**config.mk**
```make
export PLATFORM = sky130hd
export DESIGN_NAME = pipe_stall_ctrl
export DESIGN_NICKNAME = d
export VERILOG_FILES = /design/src/rtl/pipe_stall_ctrl.sv
export SDC_FILE = /design/constraint.sdc
export NUM_CORES = 1
export LEC_CHECK = 0
export ABC_CLOCK_PERIOD_IN_PS = 3150
export BUFFER_PORTS_ARGS = -buffer_cell sky130_fd_sc_hd__buf_2
export CELL_PAD_IN_SITES_DETAIL_PLACEMENT = 2
export CELL_PAD_IN_SITES_GLOBAL_PLACEMENT = 2
export CORE_UTILIZATION = 29
export CTS_CLUSTER_SIZE = 10
export DETAILED_ROUTE_END_ITERATION = 12
export PLACE_DENSITY_LB_ADDON = 0.1
export SETUP_SLACK_MARGIN = 0.15
export SYNTH_ARGS = -nofsm -noshare
export SYNTH_HDL_FRONTEND = slang
export SYNTH_SLANG_ARGS = --single-unit
```
**constraint.sdc**
```tcl
create_clock -name i_clk -period 3.15 [get_ports i_clk]
set_clock_uncertainty 0.05 [all_clocks]
set_input_delay 0.63 -clock i_clk [delete_from_list [all_inputs] [get_ports i_clk]]
set_output_delay 0.63 -clock i_clk [all_outputs]
set_load 0.05 [all_outputs]
```
**src/rtl/pipe_stall_ctrl.sv**
```systemverilog
// pipe_stall_ctrl: IF/ID pipeline register with stall/flush control, stall-run deadlock flag and event counters
module pipe_stall_ctrl #(
  parameter int DATA_W    = 32,
  parameter int MAX_STALL = 8
) (
  input  logic              i_clk,
  input  logic              i_rst,
  input  logic              i_hazard_detected,
  input  logic              i_branch_taken,
  input  logic [DATA_W-1:0] i_instr_F,
  input  logic [DATA_W-1:0] i_pc_plus4_F,
  output logic [DATA_W-1:0] o_instr_D,
  output logic [DATA_W-1:0] o_pc_plus4_D,
  output logic              o_valid_D,
  output logic              o_freeze_pc,
  output logic              o_bubble_E,
  output logic [1:0]        o_state,
  output logic [3:0]        o_stall_cnt,
  output logic              o_deadlock,
  output logic [15:0]       o_stall_total,
  output logic [15:0]       o_flush_total
);
  typedef enum logic [1:0] {RUN = 2'd0, STALL = 2'd1, FLUSH = 2'd2} state_t;
  state_t state, state_nxt;
  logic hz;
  logic [3:0] cnt_nxt;
  assign hz = i_hazard_detected & ~i_branch_taken;
  assign o_freeze_pc = hz;
  assign o_bubble_E = hz;
  assign o_state = state;
  always_comb begin
    state_nxt = i_branch_taken ? FLUSH : i_hazard_detected ? STALL : RUN;
    cnt_nxt = hz ? ((o_stall_cnt == 4'hf) ? 4'hf : o_stall_cnt + 4'd1) : 4'd0;
  end
  always_ff @(posedge i_clk) begin
    if (i_rst) state <= RUN;
    else state <= state_nxt;
  end
  always_ff @(posedge i_clk) begin
    if (i_rst) begin
      o_instr_D     <= '0;
      o_pc_plus4_D  <= '0;
      o_valid_D     <= 1'b0;
      o_stall_cnt   <= 4'd0;
      o_deadlock    <= 1'b0;
      o_stall_total <= 16'd0;
      o_flush_total <= 16'd0;
    end else begin
      o_stall_cnt <= cnt_nxt;
      if (hz && cnt_nxt >= 4'(MAX_STALL)) o_deadlock <= 1'b1;
      if (hz) o_stall_total <= o_stall_total + 16'd1;
      if (i_branch_taken) o_flush_total <= o_flush_total + 16'd1;
      if (i_branch_taken) begin
        o_instr_D    <= '0;
        o_pc_plus4_D <= '0;
        o_valid_D    <= 1'b0;
      end else if (!hz) begin
        o_instr_D    <= i_instr_F;
        o_pc_plus4_D <= i_pc_plus4_F;
        o_valid_D    <= 1'b1;
      end
    end
  end
endmodule

```
# Yosys cells after proc, flatten, opt, wreduce, memory -nomap -nowiden
# Cells that the tools add are included.
[classes]
n_lt_le_gt_ge = 1
bitwise = 2
eq_ne = 1
reduce_logical = 2
add_sub_neg = 3
mux = 4
[op_table]
columns = ["cell", "n"]
rows = [
  ["$add A16 B1 Y16 const B", 2],
  ["$mux W4", 2],
  ["$add A4 B1 Y4 const B", 1],
  ["$eq A4 B4 Y1 const B", 1],
  ["$ge A4 B4 Y1 const B", 1],
  ["$mux W2", 1],
  ["$reduce_or A2 Y1", 1],
  ["$and A1 B1 Y1", 1],
  ["$logic_and A1 B1 Y1", 1],
  ["$mux W1", 1],
  ["$not A1 Y1", 1],
]
[totals]
word_cells = 22
input_bits = 68
reg_bits = 104
output_inout_bits = 106

# Depth between registers and ports, before layout
# Gate-level depths: netlist of the first run.
[depth]
ltp_word = 5
ltp_mapped = 6
ltp_nobuf = 5

# Worst setup path before layout of the first run
# OpenSTA, ideal clock, no wires.
[synth_path]
kind = "input-to-output"
from = "input port i_hazard_detected"
to = "output port o_freeze_pc"
setup_slack_ns = 0.633
arrival_time_ns = 1.837
n_path_buf = 3
required_ns = 2.470
cell_stages = 4
cell_sequence = "clkbuf_1 > nor2b_1 > clkbuf_1 > buf_4"
[synth_between]
elab_chain_len = 1
[synth_rtl]
columns = ["item", "line", "text"]
rows = [
  ["from (decl)", "8", "input logic i_hazard_detected,"],
  ["$and A1 B1 Y1", "27", "assign hz = i_hazard_detected & ~i_branch_taken;"],
  ["to (decl)", "15", "output logic o_freeze_pc,"],
]
# Every way passes these cells.

# Worst setup path after layout of the first run
[layout_path]
from = "input port i_hazard_detected"
to = "output port o_bubble_E"
[layout_between]
elab_chain_len = 1
[layout_rtl]
columns = ["item", "line", "text"]
rows = [
  ["$and A1 B1 Y1", "27", ""],
  ["to (decl)", "16", "output logic o_bubble_E,"],
]
# Every way passes these cells.

==> flow_summary.ini, run 1 <==
[critical_path]
cp_top_family = buffers and inverters
regToRegSetupSlack_ps = 1130
critical_path.max_stage_delay_ps = 270
crit_end = o_bubble_E
regToRegEndpoint = o_stall_total[13]
cp_num_cells = 4
arrival_ps = 1470
cp_num_buf_inv = 3
cp-end-kind = primary output
slowest_stage = buf_2
crit_fanout = 13
crit_start = i_hazard_detected
cpMostUsedCell = buf_4
cp-start-kind = input port
worst-r2r-cell-count = 4
worstPathRequired_ps = 2470
r2r_start = o_stall_total[2]
crit_chain = buf_4, nor2b_1, buf_4, buf_2
critPathKind = in -> out

[clocking]
clock-sinks = 104
cts_root_buf = clkbuf_16
cts.path.max_buffers = 2
post_cts_buffers = 0
clkLatencyLatePin_ps = 340
cts_made_buffers = 9
cts.clk_slew.worst_paths_ps = 70
cts_htree_levels = 3
hold_buffers = 0
cts_tree = yes
cts_resized = 0

[route]
dr.pass1.iters = 4
via_per_inst = 4.60
final_antenna_net_count = 0
drc = 0
routed_wl_um = 11400
drt_iter0_markers = 104
wl_per_cell_um = 15.3
vias = 3430

[floorplan]
row_count = 42
design.core.area_um2 = 13200
ioPinCount = 174
die_h_um = 119
chipWidth_um = 119
die-area_um2 = 14000
initial_core_util_pct = 29.7

[sta]
rsz0062_at_grt = false
worst_pin_slew_ps = 630
drv_slew = 0
fin_crit_sh_pct = 68.1
setup_viol = 0
tns_ps = 0
maxSlewHeadroom_pct = 57.6
fin_ws_ps = 1000
max_freq_ghz = 0.466
finalHoldViolations = 0
min_period_ps = 2150

[placement]
place_ws_ps = 831
io_buffers = 173
globalplace.congestion = 0.727
dp_hpwl_um = 8450

[global_route]
grt_overflow = 0
grt.total_usage_pct = 16.6
grt_max_degree = 39
grt_pass1_wl_um = 18300
grt_pass1_vias = 3644
antenna_found_initial = 0

[run_status]
outcome = finished, final reports clean

[synthesis]
mappedNetlistArea_um2 = 3940
syn_area_per_cell_um2 = 9.89
yosysMostFrequentCell = dfxtp_1
synth_cell_types = 33
synth-seq-cells = 104
syn_nets = 469
synth.area.top_cells = dfxtp_1, mux2i_1, nor2_1, xnor2_1, xor2_1
ys_async_sr_fraction_pct = 0
ys_warn_count = 0
synth.largest_area_cell = dfxtp_1
ys_top_cells_by_count = dfxtp_1, nor2_1, mux2i_1
seq_area_frac_synth_pct = 52.9
synth_edf_count = 0
syn_inst = 398
synth.top_cell.area_share_pct = 52.9
synth_ff_type = dfxtp_1

[flow_run]
maxCapViolCount = 0

[min_path]
hold_path_class = reg -> reg

[pwr]
p_leak_uw = 0.00256
ir_drop_uv = 216
power_density_nw_per_um2 = 528

[layout]
drive_gt1_share_pct = 35.1
areaGrowthSynthToFinish_pct = 33.3
nets = 637
diodes = 0
fillers = 1537
## worst min path at each step
stage	startpoint	depth (start not counted)	slack, ps	to
2_1_floorplan	o_valid_D	2	610	o_valid_D
3_3_place_gp	o_valid_D	2	380	o_valid_D
3_5_place_dp	o_valid_D	2	390	o_valid_D
4_1_cts	o_valid_D	2	400	o_valid_D
5_1_grt	o_deadlock	1	430	o_deadlock
6_report	o_valid_D	2	400	o_valid_D
## where the power goes
part	switching (µW)	internal, µW	total, µW	leakage, µW
registers	20.6	1350	1370	0.000845
clock network	491	577	1070	0.000128
logic	225	107	333	0.00159
## cell families (layout without fill, tap and decap cells)
group | count (synthesis) | after routing | synth area share, %
and+or+nand+nor | 156 | 156 | 18.2
buffers and inverters | 28 | 200 | 3.08
DFF | 104 | 104 | 52.9
AOI/OAI and AO/OA | 16 | 16 | 2.26
muxes | 71 | 71 | 18.2
adders and majority gates | 3 | 3 | 0.953
xor gates and xnor gates | 20 | 20 | 4.45
## layout make-up
type	count	area, µm²	share of cell area (%)
clock buffers	13	260	4.96
repair buffers	179	913	17.4
multi-input cells	266	1730	33.0
well taps	176	220	4.20
flip-flops and latches	104	2080	39.7
inverters	6	22.5	0.429
clock inverters	2	15.0	0.286
## stage by stage
| stage | power (µW) | util [%] | instance area, µm² | cells | hold WS [ps] |
|---|---|---|---|---|---|
| floorplan | 1630 | - | 3940 | 398 | 614 |
| global placement | 1730 | 37.5 | 4970 | 731 | 382 |
| detailed placement | 1740 | 37.5 | 4970 | 731 | 393 |
| CTS | 2820 | 39.6 | 5250 | 746 | 404 |
| global route | 2900 | 39.6 | 5250 | 746 | 435 |
| finish | 2770 | 39.6 | 5250 | 746 | 400 |
## worst min-delay path, cell delays in order, from the launching register on
cell     delay (ps)
dfxtp_1         310
inv_1            50
a21oi_1          50
## cell usage in the layout, fill, tap and decap left out, types with 3 or more instances in the layout
cell / count
xor2_1: 7
nor4_1: 6
xnor2_1: 13
nand4_1: 8
ha_1: 3
dfxtp_1: 104
mux2i_1: 67
or3_1: 4
clkbuf_16: 9
nor2_1: 95
o21ai_0: 4
a21oi_1: 8
buf_4: 7
nand3_1: 11
nor2b_1: 6
inv_1: 6
buf_2: 172
nand2_1: 11
nor3_1: 6
mux2_2: 4
## flip-flops by register name, summed over array words and instances, names as in the netlist
register	flops
o_instr_D	32
o_state	2
o_flush_total	16
o_valid_D	1
o_deadlock	1
o_stall_cnt	4
o_stall_total	16
o_pc_plus4_D	32
## layer usage
layer	GRT usage, %	vias up	part of all wire (%)
met5	0	-	0
met4	6.96	0	1.9
met3	4.97	14	6.6
met2	29.1	97	50
met1	18.6	1647	41
li1	-	1672	-
No activity file was read; power rests on OpenSTA's default activity.
==> inputs of run 2 (changes only) <==
--- a/config.mk
+++ b/config.mk
@@ -5,11 +5,11 @@
 export SDC_FILE = /design/constraint.sdc
 export NUM_CORES = 1
 export LEC_CHECK = 0
-export ABC_CLOCK_PERIOD_IN_PS = 3150
+export ABC_CLOCK_PERIOD_IN_PS = 2050
 export BUFFER_PORTS_ARGS = -buffer_cell sky130_fd_sc_hd__buf_2
 export CELL_PAD_IN_SITES_DETAIL_PLACEMENT = 2
 export CELL_PAD_IN_SITES_GLOBAL_PLACEMENT = 2
-export CORE_UTILIZATION = 29
+export CORE_UTILIZATION = 27
 export CTS_CLUSTER_SIZE = 10
 export DETAILED_ROUTE_END_ITERATION = 12
 export PLACE_DENSITY_LB_ADDON = 0.1
==> constraint.sdc (replaced) <==
create_clock -name i_clk -period 2.05 [get_ports i_clk]
set_clock_uncertainty 0.05 [all_clocks]
set_input_delay 0.41 -clock i_clk [delete_from_list [all_inputs] [get_ports i_clk]]
set_output_delay 0.41 -clock i_clk [all_outputs]
set_load 0.05 [all_outputs]
==> flow_summary.ini, run 2 (synthesis gave the netlist of run 1 again) <==
[layout]
nets = 641
final_common_cell = buf_2
final_cell_mix = buf_2, nor2_1, dfxtp_1
final_util_pct = 38.5
areaGrowthSynthToFinish_pct = 37.3
diodes = 0
top_regs = o_instr_D (32), o_pc_plus4_D (32)
drive_gt1_share_pct = 38.3
design_area_um2 = 5410

[critical_path]
crit_fanout = 5
critPathKind = reg -> reg
cp-start-kind = register
cp-end-kind = register
regToRegEndpoint = o_flush_total[15]
worstPathRequired_ps = 2280
regToRegSetupSlack_ps = 390
slowest_stage = or4_1
crit_chain = nand2_1, or3_4, or4_1, a21oi_1
arrival_ps = 1890
critical_path.max_stage_delay_ps = 470
worst-r2r-cell-count = 4
r2r_start = o_flush_total[3]

[clocking]
cts_tree = yes
cts_root_buf = clkbuf_16
cts_made_buffers = 9
clock-sinks = 104
cts_resized = 0
cts.clk_slew.worst_paths_ps = 70
post_cts_buffers = 0
clkLatencyLatePin_ps = 350
cts_htree_levels = 3
cts.path.max_buffers = 2
hold_buffers = 0

[pwr]
p_int_uw = 3440
power_switching_uw = 1170
swShare_pct = 25.3
p_comb_share_pct = 11.3
power_density_nw_per_um2 = 852
sequentialPowerShare_pct = 45.7
p_leak_uw = 0.00264
ir_drop_uv = 357
clkPwrFrac_pct = 43.0
p_total_uw = 4610

[sta]
min_period_ps = 1660
worst_pin_slew_ps = 447
whs_ps = 238
rsz0062_at_grt = false
drv_slew = 0
fin_crit_sh_pct = 81.0
maxSlewHeadroom_pct = 70.2
setup_viol = 0
max_freq_ghz = 0.602
finalHoldViolations = 0
tns_ps = 0

[floorplan]
chipWidth_um = 123
ioPinCount = 174
initial_core_util_pct = 28.0
row_count = 43
die_h_um = 123
design.core.area_um2 = 14000
die-area_um2 = 15100

[route]
final_antenna_net_count = 0
drc = 0
routed_wl_um = 11800
wl_per_cell_um = 15.6
vias = 3463
drt_iter0_markers = 78
dr.pass1.iters = 4
via_per_inst = 4.59

[placement]
dp_hpwl_um = 8800
globalplace.congestion = 0.692
place_area_um2 = 5060
io_buffers = 173

[global_route]
grt.total_usage_pct = 15.8
grt_pass1_vias = 3575
grt_pass1_wl_um = 17900
grt_max_degree = 65
antenna_found_initial = 1
grt_overflow = 0

[min_path]
hp-start = i_instr_F[10]
min_to = o_instr_D[10]
hold_depth = 3
hold_path_class = in -> reg

[run_status]
outcome = finished, final reports clean

[flow_run]
maxCapViolCount = 0
-- run 2: cell types whose count changed in the layout (fill, tap and decap cells not counted) --
cell,delta
buf_12,+3
buf_4,+1
bufinv_16,+3
clkbuf_1,-2
clkbuf_8,-2
clkinv_2,+1
clkinv_4,+2
clkinvlp_4,-1
dfxtp_1,-13
dfxtp_2,+13
-- run 2: power groups by stage --
stage | registers (µW) | logic (µW) | clock network [µW]
floorplan | 2330 | 178 | 0
global placement | 2150 | 520 | 0
detailed placement | 2150 | 531 | 0
CTS | 2110 | 532 | 2070
global route | 2110 | 561 | 2140
finish | 2110 | 521 | 1980
-- run 2: worst max-delay path, delay by kind of cell, from the launching register on --
| family | cells | cell delay, ps |
|---|---|---|
| AND/OR/NAND/NOR | 3 | 1030 |
| AO/OA/AOI/OAI | 1 | 140 |
| flip-flops | 1 | 370 |
-- run 2: final cells by class --
class / count / area [µm²]
fillers: 1596 / 8640
inverters: 6 / 22.5
repair buffers: 183 / 981
clock buffers: 9 / 225
flip-flops and latches: 104 / 2100
multi-input cells: 266 / 1730
clock inverters: 7 / 120
well taps: 180 / 225
-- run 2: stage by stage --
step	std cells	worst slack, ps
final	755	388
after global routing	755	246
after CTS	755	329
after detailed placement	739	135
after global placement	739	157
after floorplan	398	165
-- run 2: worst max path at each step --
stage / from / endpoint / cells after the start
5_1_grt: o_stall_total[1] / o_stall_total[10] / 5
3_3_place_gp: i_branch_taken / o_flush_total[15] / 5
2_1_floorplan: o_stall_total[1] / o_stall_total[13] / 4
6_report: o_flush_total[3] / o_flush_total[15] / 4
3_5_place_dp: i_branch_taken / o_flush_total[15] / 5
4_1_cts: o_stall_total[1] / o_stall_total[14] / 5
-- run 2: routing by layer --
layer	up-vias	share of wire [%]	track usage [%]	routed length, µm
li1	1684	-	-	-
met4	2	1.0	4.80	119
met5	-	0.068	0	8
met1	1670	39	16.6	4590
met2	97	51	27.3	5990
met3	10	9.0	8.22	1060
==> inputs of run 3 (changes only) <==
--- a/config.mk
+++ b/config.mk
@@ -5,7 +5,7 @@
 export SDC_FILE = /design/constraint.sdc
 export NUM_CORES = 1
 export LEC_CHECK = 0
-export ABC_CLOCK_PERIOD_IN_PS = 2050
+export ABC_CLOCK_PERIOD_IN_PS = 1560
 export BUFFER_PORTS_ARGS = -buffer_cell sky130_fd_sc_hd__buf_2
 export CELL_PAD_IN_SITES_DETAIL_PLACEMENT = 2
 export CELL_PAD_IN_SITES_GLOBAL_PLACEMENT = 2
==> constraint.sdc (replaced) <==
create_clock -name i_clk -period 1.56 [get_ports i_clk]
set_clock_uncertainty 0.05 [all_clocks]
set_input_delay 0.312 -clock i_clk [delete_from_list [all_inputs] [get_ports i_clk]]
set_output_delay 0.312 -clock i_clk [all_outputs]
set_load 0.05 [all_outputs]
==> flow_summary.ini, run 3 (synthesis gave the netlist of run 1 again) <==
[layout]
diodes = 0
drive_gt1_share_pct = 46.8
register_area_um2 = 2160
final_cell_mix = buf_2, nor2_1, dfxtp_1
top_regs = o_instr_D (32), o_pc_plus4_D (32)
fillers = 1561
fin_cells = 778
final_common_cell = buf_2
design_area_um2 = 5820
multiInputGateArea_um2 = 1900
areaGrowthSynthToFinish_pct = 47.9
nets = 664
final_util_pct = 41.5

[sta]
finalHoldViolations = 0
maxSlewHeadroom_pct = 67.8
tns_ps = 0
worst_pin_slew_ps = 483
setup_viol = 0
max_freq_ghz = 0.655
drv_slew = 0
fin_crit_sh_pct = 97.9
min_period_ps = 1530
rsz0062_at_grt = true

[floorplan]
row_count = 43
die_h_um = 123
chipWidth_um = 123
ioPinCount = 174
design.core.area_um2 = 14000
initial_core_util_pct = 28.0
die-area_um2 = 15100

[global_route]
grt_max_degree = 66
grt.total_usage_pct = 16.0
grt_pass1_vias = 3840
grt_pass1_wl_um = 18800
antenna_found_initial = 1
grt_overflow = 0

[route]
via_per_inst = 4.58
final_antenna_net_count = 0
wl_per_cell_um = 15.5
dr.pass1.iters = 4
drc = 0
routed_wl_um = 12000
drt_iter0_markers = 78
vias = 3567

[clocking]
cts_made_buffers = 9
cts.path.max_buffers = 2
cts_htree_levels = 3
clkLatencyLatePin_ps = 340
hold_buffers = 0
clock-sinks = 104
cts_root_buf = clkbuf_16
cts_tree = yes
cts.clk_slew.worst_paths_ps = 70

[pwr]
p_int_uw = 4230
power_switching_uw = 1520
p_comb_share_pct = 12.5
p_total_uw = 5750
sequentialPowerShare_pct = 47.7
p_leak_uw = 0.00284
swShare_pct = 26.5
power_density_nw_per_um2 = 988
ir_drop_uv = 472
clkPwrFrac_pct = 39.8

[critical_path]
slowest_stage = or4_4
cp-end-kind = register
arrival_ps = 1750
critPathKind = reg -> reg
worstPathRequired_ps = 1780
crit_fanout = 5
worst-r2r-cell-count = 4
cp-start-kind = register
crit_chain = nand2_2, or3_4, or4_4, a21oi_2
critical_path.max_stage_delay_ps = 430

[flow_run]
maxCapViolCount = 0

[placement]
dp_hpwl_um = 8630
placed_cells = 746
globalplace.congestion = 0.742
io_buffers = 173
place_area_um2 = 5210

[min_path]
hold_path_class = in -> reg
hold_depth = 3

[run_status]
outcome = finished, final reports clean
[run 3: final cells by class]
cell class / count / share of cell area (%)
Multi-Input combinational cell: 266 / 32.7
Sequential cell: 104 / 37.0
Timing Repair Buffer: 206 / 20.8
Tap cell: 180 / 3.87
Inverter: 6 / 0.387
Clock inverter: 3 / 0.344
Clock buffer: 13 / 4.84
[run 3: final timing paths]
kind	start	to	slack, ps
hold reg to reg	o_valid_D	o_valid_D	400
hold / removal	i_instr_F[28]	o_instr_D[28]	150
setup / recovery	o_flush_total[4]	o_flush_total[15]	30
setup reg to reg	o_flush_total[4]	o_flush_total[15]	30
[run 3: critical path, delay by kind of cell, from the launching register on]
family	cells	cell delay [ps]
AO/OA/AOI/OAI	1	150
AND/OR/NAND/NOR	3	900
flip-flops	1	350
[run 3: repair_timing]
item | in CTS | in global routing
endpoints found under the setup margin | 23 | 27
resized for setup | 26 | 25
buffers inserted | 5 | 11
pin swaps | 7 | 7
[run 3: per-layer routing]
| metal | GRT usage, % | vias up | share of wire (%) |
|---|---|---|---|
| met5 | 0 | - | 0.091 |
| met4 | 5.72 | 2 | 1.0 |
| met1 | 17.1 | 1725 | 39 |
| met3 | 6.92 | 12 | 9.3 |
| li1 | - | 1725 | - |
| met2 | 27.9 | 103 | 51 |
[run 3: metrics by stage]
stage               hold WS, ps  setup WS (ps)
global route                151          -16.3
detailed placement          398          -77.2
finish                      150           32.6
CTS                         142           32.1
floorplan                   406          -14.2
global placement            382          -29.2
[run 3: power by group through the flow]
| stage | sequential [µW] | clock, µW | combinational [µW] |
|---|---|---|---|
| 5_1_grt | 2750 | 2470 | 773 |
| 3_5_place_dp | 2810 | 0 | 701 |
| 3_3_place_gp | 2800 | 0 | 685 |
| 4_1_cts | 2750 | 2380 | 715 |
| 6_report | 2740 | 2290 | 720 |
| 2_1_floorplan | 3040 | 0 | 238 |
